$ cat config.mk
export PLATFORM = sky130hd
export DESIGN_NAME = snake_game_sequencer
export DESIGN_NICKNAME = d
export VERILOG_FILES = /design/src/rtl/snake_game_sequencer.sv
export SDC_FILE = /design/constraint.sdc
export NUM_CORES = 1
export LEC_CHECK = 0
export CORE_MARGIN = 2
export CORE_UTILIZATION = 60
export CTS_CLUSTER_DIAMETER = 30
export DETAILED_ROUTE_END_ITERATION = 12
export HOLD_SLACK_MARGIN = 0.06
export PLACE_DENSITY = 0.84
export SLEW_MARGIN = 20
export SYNTH_ARGS = -nofsm -noshare
export SYNTH_HDL_FRONTEND = slang
export SYNTH_SLANG_ARGS = --single-unit
$ cat constraint.sdc
create_clock -name clk -period 3.1 [get_ports clk]
set_clock_uncertainty 0.2 [all_clocks]
set_input_delay 0.775 -clock clk [delete_from_list [all_inputs] [get_ports clk]]
set_output_delay 0.775 -clock clk [all_outputs]
set_load 0.01 [all_outputs]
$ cat src/rtl/snake_game_sequencer.sv
// Game sequencer for the snake datapath: menu/wait/play/game-over FSM,
// difficulty latch, frame and move tick generation, and apple score.
module snake_game_sequencer #(
  parameter int FRAME_DIV       = 840000,
  parameter int GAMEOVER_FRAMES = 120,
  parameter int SCORE_W         = 8
) (
  input  logic               clk,
  input  logic               reset_n,
  input  logic               num_1,
  input  logic               num_2,
  input  logic               num_3,
  input  logic               dir_pressed,
  input  logic               esc,
  input  logic               good_collision,
  input  logic               bad_collision,
  output logic               inmenu,
  output logic               ingame,
  output logic               game_over,
  output logic               init_game,
  output logic               frame_tick,
  output logic               move_tick,
  output logic [3:0]         main_difficulty,
  output logic [SCORE_W-1:0] score
);

  localparam int FW = (FRAME_DIV > 1) ? $clog2(FRAME_DIV) : 1;
  localparam int GW = $clog2(GAMEOVER_FRAMES + 1);
  localparam logic [FW-1:0] FRAME_RELOAD = FW'(FRAME_DIV - 1);
  localparam logic [GW-1:0] GO_MAX       = GW'(GAMEOVER_FRAMES);

  typedef enum logic [2:0] {
    S_INIT,
    S_MENU,
    S_GWAIT,
    S_INGAME,
    S_GOVER
  } state_t;

  state_t             r_state;
  logic [FW-1:0]      r_frame_cnt;
  logic [3:0]         r_move_cnt;
  logic [GW-1:0]      r_go_cnt;
  logic [3:0]         r_difficulty;
  logic [SCORE_W-1:0] r_score;
  logic               r_good_prev;
  logic               r_frame_tick;
  logic               r_move_tick;
  logic               r_init_game;
  logic               w_good_rise;

  assign w_good_rise = good_collision & ~r_good_prev;

  always_ff @(posedge clk) begin
    if (!reset_n) begin
      r_state      <= S_INIT;
      r_frame_cnt  <= FRAME_RELOAD;
      r_move_cnt   <= '0;
      r_go_cnt     <= '0;
      r_difficulty <= 4'd4;
      r_score      <= '0;
      r_good_prev  <= 1'b0;
      r_frame_tick <= 1'b0;
      r_move_tick  <= 1'b0;
      r_init_game  <= 1'b0;
    end else begin
      r_good_prev  <= good_collision;
      r_frame_tick <= 1'b0;
      r_move_tick  <= 1'b0;
      r_init_game  <= 1'b0;

      if (r_frame_cnt == '0) begin
        r_frame_cnt  <= FRAME_RELOAD;
        r_frame_tick <= 1'b1;
      end else begin
        r_frame_cnt <= r_frame_cnt - 1'b1;
      end

      case (r_state)
        S_INIT: r_state <= S_MENU;

        S_MENU: begin
          if (num_1 | num_2 | num_3) begin
            r_state     <= S_GWAIT;
            r_init_game <= 1'b1;
            r_score     <= '0;
            r_move_cnt  <= '0;
            r_go_cnt    <= '0;
            if (num_1)      r_difficulty <= 4'd4;
            else if (num_2) r_difficulty <= 4'd2;
            else            r_difficulty <= 4'd1;
          end
        end

        S_GWAIT: begin
          if (esc)              r_state <= S_MENU;
          else if (dir_pressed) r_state <= S_INGAME;
        end

        S_INGAME: begin
          if (bad_collision)    r_state <= S_GOVER;
          else if (esc)         r_state <= S_MENU;

          if (w_good_rise && !bad_collision && (r_score != '1))
            r_score <= r_score + 1'b1;

          // Suppress the step on the exit edge so no move_tick lands outside INGAME.
          if (bad_collision || esc) begin
            r_move_cnt <= '0;
          end else if (r_frame_tick) begin
            if (r_move_cnt == r_difficulty - 4'd1) begin
              r_move_cnt  <= '0;
              r_move_tick <= 1'b1;
            end else begin
              r_move_cnt <= r_move_cnt + 4'd1;
            end
          end
        end

        S_GOVER: begin
          if (r_frame_tick && (r_go_cnt != GO_MAX))
            r_go_cnt <= r_go_cnt + 1'b1;
          if (esc && (r_go_cnt == GO_MAX))
            r_state <= S_MENU;
        end

        default: r_state <= S_INIT;
      endcase
    end
  end

  assign inmenu          = (r_state == S_MENU);
  assign ingame          = (r_state == S_GWAIT) || (r_state == S_INGAME);
  assign game_over       = (r_state == S_GOVER);
  assign init_game       = r_init_game;
  assign frame_tick      = r_frame_tick;
  assign move_tick       = r_move_tick;
  assign main_difficulty = r_difficulty;
  assign score           = r_score;

endmodule

==> impl_metrics.csv, run 1 <==
group,metric,value,unit
logic_synthesis,synth.top_cell.area_share,41.46,%
timing,max-slew-margin-rel,62.01,%
timing,grt_setup_unrepaired,"false",
floorplanning,dieWidth,66.80,µm
timing,min_period_over_period,87.29,%
clocking,clock_sinks,49,
timing,timing.final.setup_violations,0,
floorplanning,fp-row-count,22,
setup_path,timing.critical_path.fanout_max,8,
drt,post-route-drc-count,0,
placement,detailed_place.area,2674,µm²
setup_path,crit_path_max_incr_delay,0.60,ns
cells_and_area,area_used_by_multi_input_combinational_logic,1323,µm²
timing,finalHoldViolations,0,
run_status,status,"completed",
cells_and_area,finish.net_count,320,
timing,max_slew.worst_pin.slew,0.5676,ns
timing,summed_negative_setup_slack_over_all_endpoints,0,ns
setup_path,cp_slowest_cell,"clkdlybuf4s50_1",
power,fin_total_pwr,1.231,mW
floorplanning,design.core.area,3716,µm²
global_route,grt_antenna_before_repair,0,
setup_path,largest_delay_contributor_family_on_the_critical_path,"buffers and inverters",
logic_synthesis,synth-compound-area-share,12.85,%
job,drv_cap,0,
drt,drt-wirelength-per-cell,13.22,µm
setup_path,cp.arrival,1.73,ns
timing,period_needed,2.706,ns
timing,max_freq,369.5,MHz
cells_and_area,antennaDiodeCount,0,
floorplanning,die_area,4462,µm²
cells_and_area,regArea,980.9,µm²
floorplanning,starting_density_of_the_core,63.67,%
setup_path,worstSetupPathType,"flop to primary output",
clocking,worst_skew_pair.late_latency,0.30,ns
logic_synthesis,synth_cell_types,51,
cells_and_area,nFillCells,280,
clocking,cts_inserted_buffers,5,
cells_and_area,final_common_cell,"dfxtp_1",
logic_synthesis,seq_area_frac_synth,41.46,%
setup_path,critPathLaunchType,"flop",
clocking,hold_buffers,0,
clocking,clock_tree.buffer_depth,2,
logic_synthesis,fraction_of_synthesized_cell_area_in_xor_and_xnor_cells,9.625,%
timing,slew_violations,0,
cells_and_area,most-common-layout-cells,"49 x dfxtp_1, 35 x nand2_1, 32 x nor2_1, 25 x clkdlybuf4s50_1, 21 x xnor2_1",
global_route,globalRoute.totalOverflow,0,
clocking,setup_repair_bufs_after_cts,0,
cells_and_area,layout.cell_area.non_filler,2794,µm²
drt,drt-initial-drc-count,164,
logic_synthesis,area_share_of_fa_ha_maj_cells_after_synthesis,3.702,%
drt,dr_total_vias,2006,
logic_synthesis,synthArstFlopShare,0,%
global_route,first_global_vias,1854,
logic_synthesis,ys.flop_type,"dfxtp_1",
clocking,clock_tree.root_cell,"clkbuf_8",
clocking,post_cts.resized_instances,0,
drt,drt-vias-per-instance,5.683,
placement,gp_congestion,0.8589,
logic_synthesis,synth_top_family_by_area,"simple AND/OR/NAND/NOR gates",
cells_and_area,layout-area-overhead-vs-synth,18.09,%
logic_synthesis,yosys-top-cells-area,"dfxtp_1 41%, xnor2_1 7.8%, nand2_1 5.6%, nor2_1 5.1%, nor3_1 3.8%",
placement,portBuffers,25,
global_route,grt_start_max_net_pins,18,
power,power_density,440.7,nW/µm²
worst_hold_path,holdCritPathClass,"flop to flop",
setup_path,worstPathBufferInverterCount,1,
power,p_leak,0.9017,nW
setup_path,critPathRequiredTime,2.12,ns
clocking,cts.reportedPaths.clkPinSlew,0.09,ns
logic_synthesis,synth_mux_area_share,0.8990,%
cells_and_area,utilization,75.19,%
logic_synthesis,netlist.top_cell.by_area,"dfxtp_1",
setup_path,path_cells,"nor3b_4 > clkdlybuf4s50_1",
logic_synthesis,synth_enable_flop_cells,0,
logic_synthesis,postSynthCellCount,275,
drt,ant_nets,0,
logic_synthesis,synthSimpleGateAreaFrac,28.66,%
logic_synthesis,yosys_register_bits,49,
cells_and_area,final_layout_size_suffix_gt1_share,9.180,%
clocking,clock_tree_from_tritoncts,"built",
logic_synthesis,synth_area_per_cell,8.604,µm²
floorplanning,pin_count,27,
placement,placed_wire_length_estimate_after_detailed_placement,3437,µm
clocking,ctsHtreeMaxLevel,2,
logic_synthesis,synthesis.area,2366,µm²
power,vdd_drop_max,0.0003284,V
drt,drt-total-wl,4668,µm
global_route,global_route.usage.total,23.67,%
logic_synthesis,synth_fp_nets,291,
logic_synthesis,yosys_warnings,0,
global_route,grt_first_pass_wirelength,8183,µm
setup_path,end_kind,"primary output",
floorplanning,dieHeight,66.80,µm
drt,firstDrtPassIters,4,
[cells in the mapped netlist (all sizes together), types with 2 or more instances]
cell type	n
nand3	18
dfxtp	49
a31oi	3
o221a	2
a21oi	17
nor2	32
a211oi	2
inv	8
and2	2
buf	3
clkbuf	4
nor2b	3
or3	7
o21ai	5
nand2	36
nand4	2
nand3b	3
xnor2	21
xor2	5
ha	7
nor4	5
nor3	19
nor3b	3
[where the power goes]
part / total, mW / switching (mW) / internal, mW
clock network: 0.468 / 0.206 / 0.262
logic: 0.110 / 0.0607 / 0.0491
registers: 0.653 / 0.0140 / 0.639
total: 1.23 / 0.280 / 0.951
[metal layers]
| metal | share of wire [%] | GRT usage [%] | up-vias |
|---|---|---|---|
| li1 | - | - | 1014 |
| met1 | 44 | 29.86 | 944 |
| met2 | 50 | 41.50 | 39 |
| met3 | 4.1 | 4.223 | 9 |
| met4 | 1.2 | 6.122 | 0 |
| met5 | 0 | 0 | - |
[area by class of cell]
class	count	share of cell area, %
clock buffers	6	2.956
clock inverters	2	1.343
inverters	8	1.075
flip-flops and latches	49	35.11
multi-input cells	211	47.34
well taps	48	2.150
repair buffers	29	10.03
[sequential cells by signal, summed over array words and instances (netlist names)]
| name | flops |
|---|---|
| init_game | 1 |
| score | 8 |
| frame_tick | 1 |
| main_difficulty | 3 |
| r_move_cnt | 4 |
| r_frame_cnt | 20 |
| r_good_prev | 1 |
| move_tick | 1 |
| r_go_cnt | 7 |
| r_state | 3 |
[path summary, 6_finish.rpt]
kind	from	endpoint	slack (ns)	depth (start not counted)
worst max-delay path	r_state[0]$_SDFFE_PN0P_	inmenu	0.39	2
worst min-delay path	r_frame_cnt[0]$_SDFF_PP1_	r_frame_cnt[0]$_SDFF_PP1_	0.23	1
worst max register to register	score[0]$_SDFFE_PN0P_	score[2]$_SDFFE_PN0P_	0.92	6
worst min register to register	r_frame_cnt[0]$_SDFF_PP1_	r_frame_cnt[0]$_SDFF_PP1_	0.23	1
[stage by stage]
step                setup WS [ns]  hold slack, ns  cells
global placement           0.3664          0.2032    345
global route               0.2924          0.2587    353
finish                     0.3939          0.2264    353
floorplan                  0.9142          0.1851    275
detailed placement         0.2976          0.2153    345
CTS                        0.4093          0.2344    353
[cells by family (layout without fill, tap and decap cells)]
| family | Yosys count | count (layout) |
|---|---|---|
| compound gates | 41 | 41 |
| xor+xnor | 26 | 26 |
| fa+ha+maj | 7 | 7 |
| buf+inv | 15 | 45 |
| flops | 49 | 49 |
| mux | 2 | 2 |
| other cells | 1 | 1 |
| simple gates | 134 | 134 |
Note: power is estimated with default switching activity, not from simulation.
==> inputs of run 2 (changes only) <==
CORE_ASPECT_RATIO = 1.4   (was default)
==> impl_metrics.csv, run 2 (synthesis results as in run 1) <==
group,metric,value,unit
run_status,status,"completed",
clocking,cts.reportedPaths.clkPinSlew,0.09,ns
clocking,setup_repair_bufs_after_cts,0,
clocking,post_cts.resized_instances,0,
global_route,grt_first_pass_wirelength,8480,µm
worst_hold_path,holdCritPathClass,"flop to flop",
clocking,clock_tree.root_cell,"clkbuf_8",
floorplanning,dieHeight,78.30,µm
power,sequential_power_share,53.4,%
setup_path,critPathRequiredTime,2.12,ns
cells_and_area,regMostFlops,"r_frame_cnt",
drt,firstDrtPassIters,4,
power,power_density,440.1,nW/µm²
placement,detailed_place.area,2668,µm²
global_route,globalRoute.totalOverflow,0,
drt,drt-total-wl,4756,µm
worst_hold_path,min-delay-start,"r_frame_cnt[0]$_SDFF_PP1_",
floorplanning,starting_density_of_the_core,61.44,%
cells_and_area,largest_register_ff_count,20,
drt,post-route-drc-count,0,
placement,gp_congestion,0.7876,
power,p_leak,0.8987,nW
floorplanning,die_area,4469,µm²
timing,finalHoldViolations,0,
cells_and_area,finish.net_count,320,
drt,drt-wirelength-per-cell,13.67,µm
floorplanning,design.core.area,3851,µm²
setup_path,worstPathBufferInverterCount,1,
cells_and_area,most-common-layout-cells,"49 x dfxtp_1, 35 x nand2_1, 32 x nor2_1, 25 x clkdlybuf4s50_1, 21 x xnor2_1",
placement,placed_wire_length_estimate_after_detailed_placement,3469,µm
setup_path,regToRegStartpoint,"score[0]$_SDFFE_PN0P_",
timing,grt_setup_unrepaired,"false",
placement,portBuffers,25,
setup_path,cp.arrival,1.78,ns
timing,min_period_over_period,88.73,%
power,power_report.internal_total,0.9328,mW
setup_path,timing.critical_path.fanout_max,6,
floorplanning,fp-row-count,27,
clocking,clock_tree.buffer_depth,2,
cells_and_area,final_layout_size_suffix_gt1_share,8.852,%
cells_and_area,final_common_cell,"dfxtp_1",
setup_path,end_kind,"primary output",
global_route,grt_antenna_before_repair,0,
cells_and_area,layout.cell_area.non_filler,2779,µm²
timing,max_freq,363.6,MHz
power,fin_total_pwr,1.223,mW
timing,period_needed,2.751,ns
setup_path,crit_path_max_incr_delay,0.61,ns
power,netSwitchingPower,0.2902,mW
clocking,clock_tree_from_tritoncts,"built",
drt,drt-vias-per-instance,5.736,
floorplanning,pin_count,27,
timing,max_slew.worst_pin.slew,0.6112,ns
clocking,clock_sinks,49,
setup_path,cp_slowest_cell,"clkdlybuf4s50_1",
cells_and_area,layout-area-overhead-vs-synth,17.45,%
setup_path,largest_delay_contributor_family_on_the_critical_path,"buffers and inverters",
global_route,grt_start_max_net_pins,18,
drt,ant_nets,0,
power,vdd_drop_max,0.0003586,V
job,drv_cap,0,
timing,max-slew-margin-rel,58.98,%
clocking,worst_skew_pair.late_latency,0.31,ns
power,switching_share,23.73,%
setup_path,worstSetupPathType,"flop to primary output",
cells_and_area,antennaDiodeCount,0,
floorplanning,dieWidth,57.07,µm
power,p_comb_share,9.2,%
global_route,global_route.usage.total,23.94,%
setup_path,path_cells,"nor3b_2 > clkdlybuf4s50_1",
global_route,first_global_vias,2088,
setup_path,critPathLaunchType,"flop",
drt,dr_total_vias,1996,
clocking,cts_inserted_buffers,5,
timing,summed_negative_setup_slack_over_all_endpoints,0,ns
drt,drt-initial-drc-count,86,
setup_path,cp-startpoint,"r_state[2]$_SDFFE_PN0P_",
clocking,ctsHtreeMaxLevel,2,
clocking,hold_buffers,0,
power,share_of_power_burned_in_the_clock_network,37.4,%
timing,slew_violations,0,
timing,hold_ws,0.2248,ns
timing,timing.final.setup_violations,0,
run 2: cell types whose count changed in the layout (fill, tap and decap cells not counted), sizes merged:
| cell | previous run | this run |
|---|---|---|
| clkinvlp | 1 | 0 |
| clkinv | 0 | 1 |
run 2: metrics by stage:
step	cells	utilization [%]	setup slack (ns)
floorplan	275	-	0.9142
global placement	340	69.27	0.3852
detailed placement	340	69.27	0.3684
CTS	348	72.16	0.3532
global route	348	72.16	0.3082
finish	348	72.16	0.3494
run 2: final cells by class:
| class | instances | area [µm²] |
|---|---|---|
| clock buffer | 6 | 72.57 |
| clock inverter | 2 | 38.79 |
| fill | 306 | 1072 |
| inverter | 8 | 30.03 |
| multi-input combinational | 211 | 1323 |
| sequential | 49 | 980.9 |
| tap | 43 | 53.80 |
| timing repair buffer | 29 | 280.3 |
run 2: power groups by stage:
stage | Clock, mW | Sequential [mW] | Combinational [mW]
detailed placement | 0 | 0.668 | 0.112
CTS | 0.464 | 0.653 | 0.113
floorplan | 0 | 0.664 | 0.0707
finish | 0.458 | 0.653 | 0.113
global route | 0.484 | 0.655 | 0.125
global placement | 0 | 0.668 | 0.111
run 2: routing by layer:
layer  up-vias  global-route usage [%]  routed length (µm)
li1       1014                       -                   -
met1       935                   25.50                1969
met2        39                   43.79                2517
met3         8                   4.778                 174
met4         0                   11.63                  95
met5         -                       0                   0
run 2: worst paths after layout:
path	endpoint	slack, ns	cells after the start
hold reg to reg	r_frame_cnt[0]$_SDFF_PP1_	0.22	1
setup / recovery	game_over	0.35	2
setup reg to reg	score[2]$_SDFFE_PN0P_	0.95	6
hold / removal	r_frame_cnt[0]$_SDFF_PP1_	0.22	1
==> inputs of run 3 (changes only) <==
CORE_MARGIN = 1.5   (was 2)
CTS_CLUSTER_SIZE = 25   (was default)
RECOVER_POWER = 100   (was default)
==> impl_metrics.csv, run 3 (synthesis results as in run 1) <==
group,metric,value,unit
timing,period_needed,2.741,ns
clocking,hold_buffers,0,
placement,placed_wire_length_estimate_after_detailed_placement,3336,µm
setup_path,cp.arrival,1.77,ns
floorplanning,fp-row-count,26,
timing,max_freq,364.8,MHz
global_route,first_global_vias,1906,
power,netSwitchingPower,0.2781,mW
timing,finalHoldViolations,0,
placement,portBuffers,25,
worst_hold_path,whs_endpoint,"r_frame_cnt[0]$_SDFF_PP1_",
clocking,worst_skew_pair.late_latency,0.30,ns
setup_path,end_kind,"primary output",
floorplanning,design.core.area,3709,µm²
timing,timing.final.setup_violations,0,
clocking,clock_tree.buffer_depth,2,
floorplanning,dieHeight,77.30,µm
floorplanning,die_area,4334,µm²
cells_and_area,layout-area-overhead-vs-synth,15.02,%
setup_path,largest_delay_contributor_family_on_the_critical_path,"buffers and inverters",
power,vdd_drop_max,0.0003222,V
cells_and_area,utilization,73.38,%
setup_path,worst_r2r_path_depth,4,
power,power_density,418.2,nW/µm²
drt,drt-vias-per-instance,5.673,
floorplanning,starting_density_of_the_core,63.80,%
worst_hold_path,hold_depth,1,
worst_hold_path,holdCritPathClass,"flop to flop",
drt,drt-wirelength-per-cell,13.25,µm
cells_and_area,layout.cell_area.non_filler,2721,µm²
cells_and_area,nFillCells,310,
drt,drt-initial-drc-count,60,
setup_path,crit-reg2reg-capture,"r_frame_cnt[6]$_SDFF_PP0_",
clocking,ctsHtreeMaxLevel,2,
power,power_report.internal_total,0.8600,mW
power,sequential_power_share,57.3,%
power,p_comb_share,9.2,%
setup_path,worstSetupPathType,"flop to primary output",
floorplanning,pin_count,27,
drt,dr_total_vias,1963,
power,switching_share,24.44,%
power,fin_total_pwr,1.138,mW
drt,firstDrtPassIters,4,
worst_hold_path,min-delay-start,"r_frame_cnt[0]$_SDFF_PP1_",
setup_path,cp_slowest_cell,"dlygate4sd3_1",
global_route,global_route.usage.total,23.07,%
drt,post-route-drc-count,0,
placement,gp_congestion,0.8135,
setup_path,critPathLaunchType,"flop",
drt,drt-total-wl,4586,µm
cells_and_area,most-common-layout-cells,"49 x dfxtp_1, 36 x nand2_1, 32 x nor2_1, 21 x xnor2_1, 19 x dlygate4sd3_1",
global_route,globalRoute.totalOverflow,0,
power,p_leak,0.9216,nW
setup_path,worstPathBufferInverterCount,1,
clocking,setup_repair_bufs_after_cts,0,
drt,ant_nets,0,
cells_and_area,final_layout_size_suffix_gt1_share,6.579,%
timing,slew_violations,0,
setup_path,critPathRequiredTime,2.12,ns
floorplanning,dieWidth,56.07,µm
cells_and_area,final_common_cell,"dfxtp_1",
global_route,grt_start_max_net_pins,19,
clocking,clock_tree.root_cell,"clkbuf_8",
global_route,grt_antenna_before_repair,0,
setup_path,crit_path_max_incr_delay,0.66,ns
clocking,clock_sinks,49,
placement,detailed_place.area,2666,µm²
setup_path,r2r_slack,0.66,ns
clocking,post_cts.resized_instances,0,
job,drv_cap,0,
clocking,cts.reportedPaths.clkPinSlew,0.08,ns
run_status,status,"completed",
timing,summed_negative_setup_slack_over_all_endpoints,0,ns
cells_and_area,antennaDiodeCount,0,
clocking,cts_inserted_buffers,5,
setup_path,path_cells,"nor3b_2 > dlygate4sd3_1",
cells_and_area,regMostFlops,"r_frame_cnt",
timing,max-slew-margin-rel,34.13,%
timing,min_period_over_period,88.43,%
power,share_of_power_burned_in_the_clock_network,33.5,%
cells_and_area,largest_register_ff_count,20,
global_route,grt_first_pass_wirelength,8183,µm
timing,grt_setup_unrepaired,"false",
cells_and_area,finish.net_count,320,
clocking,clock_tree_from_tritoncts,"built",
setup_path,timing.critical_path.fanout_max,6,
timing,hold_ws,0.2257,ns
setup_path,regToRegStartpoint,"r_frame_cnt[9]$_SDFF_PP0_",
timing,max_slew.worst_pin.slew,0.9777,ns
==> run 3: cell count changes in the layout (fill, tap and decap cells not counted), moves of 3 or more <==
| cell | delta |
|---|---|
| clkdlybuf4s50_1 | -19 |
| dlygate4sd3_1 | +19 |
| buf_4 | -4 |
| clkbuf_1 | +3 |
==> run 3: how the worst max path moves through the flow <==
stage | from | endpoint | slack, ns | cells past startpoint
4_1_cts | r_state[2]$_SDFFE_PN0P_ | game_over | 0.35 | 2
5_1_grt | num_1 | score[3]$_SDFFE_PN0P_ | 0.25 | 6
3_3_place_gp | bad_collision | score[3]$_SDFFE_PN0P_ | 0.48 | 6
6_report | r_state[2]$_SDFFE_PN0P_ | game_over | 0.36 | 2
3_5_place_dp | bad_collision | score[3]$_SDFFE_PN0P_ | 0.44 | 6
2_1_floorplan | num_1 | r_move_cnt[2]$_SDFFE_PN0P_ | 0.91 | 5
==> run 3: cell type report <==
class / instances / area (µm²) / share of cell area, %
clock buffers: 6 / 82.58 / 3.034
inverters: 8 / 30.03 / 1.103
well taps: 42 / 52.55 / 1.931
repair buffers: 29 / 265.3 / 9.747
clock inverters: 1 / 7.507 / 0.2759
multi-input cells: 211 / 1303 / 47.86
flip-flops and latches: 49 / 980.9 / 36.05
==> run 3: routing by layer <==
metal | part of all wire, % | GRT usage [%]
met1 | 42 | 25.45
met2 | 53 | 42.71
met3 | 3.4 | 5.059
met4 | 1.2 | 7.619
met5 | 0 | 0
==> run 3: power groups by stage <==
stage	registers (mW)	logic, mW	clock network [mW]
2_1_floorplan	0.664	0.0707	0
5_1_grt	0.655	0.115	0.418
6_report	0.653	0.105	0.381
3_5_place_dp	0.668	0.113	0
3_3_place_gp	0.668	0.112	0
4_1_cts	0.653	0.114	0.393
==> run 3: metrics by stage <==
step	std cells	setup slack [ns]
floorplan	275	0.9142
global placement	339	0.4783
detailed placement	339	0.4381
CTS	346	0.3526
global route	346	0.2479
finish	346	0.3587
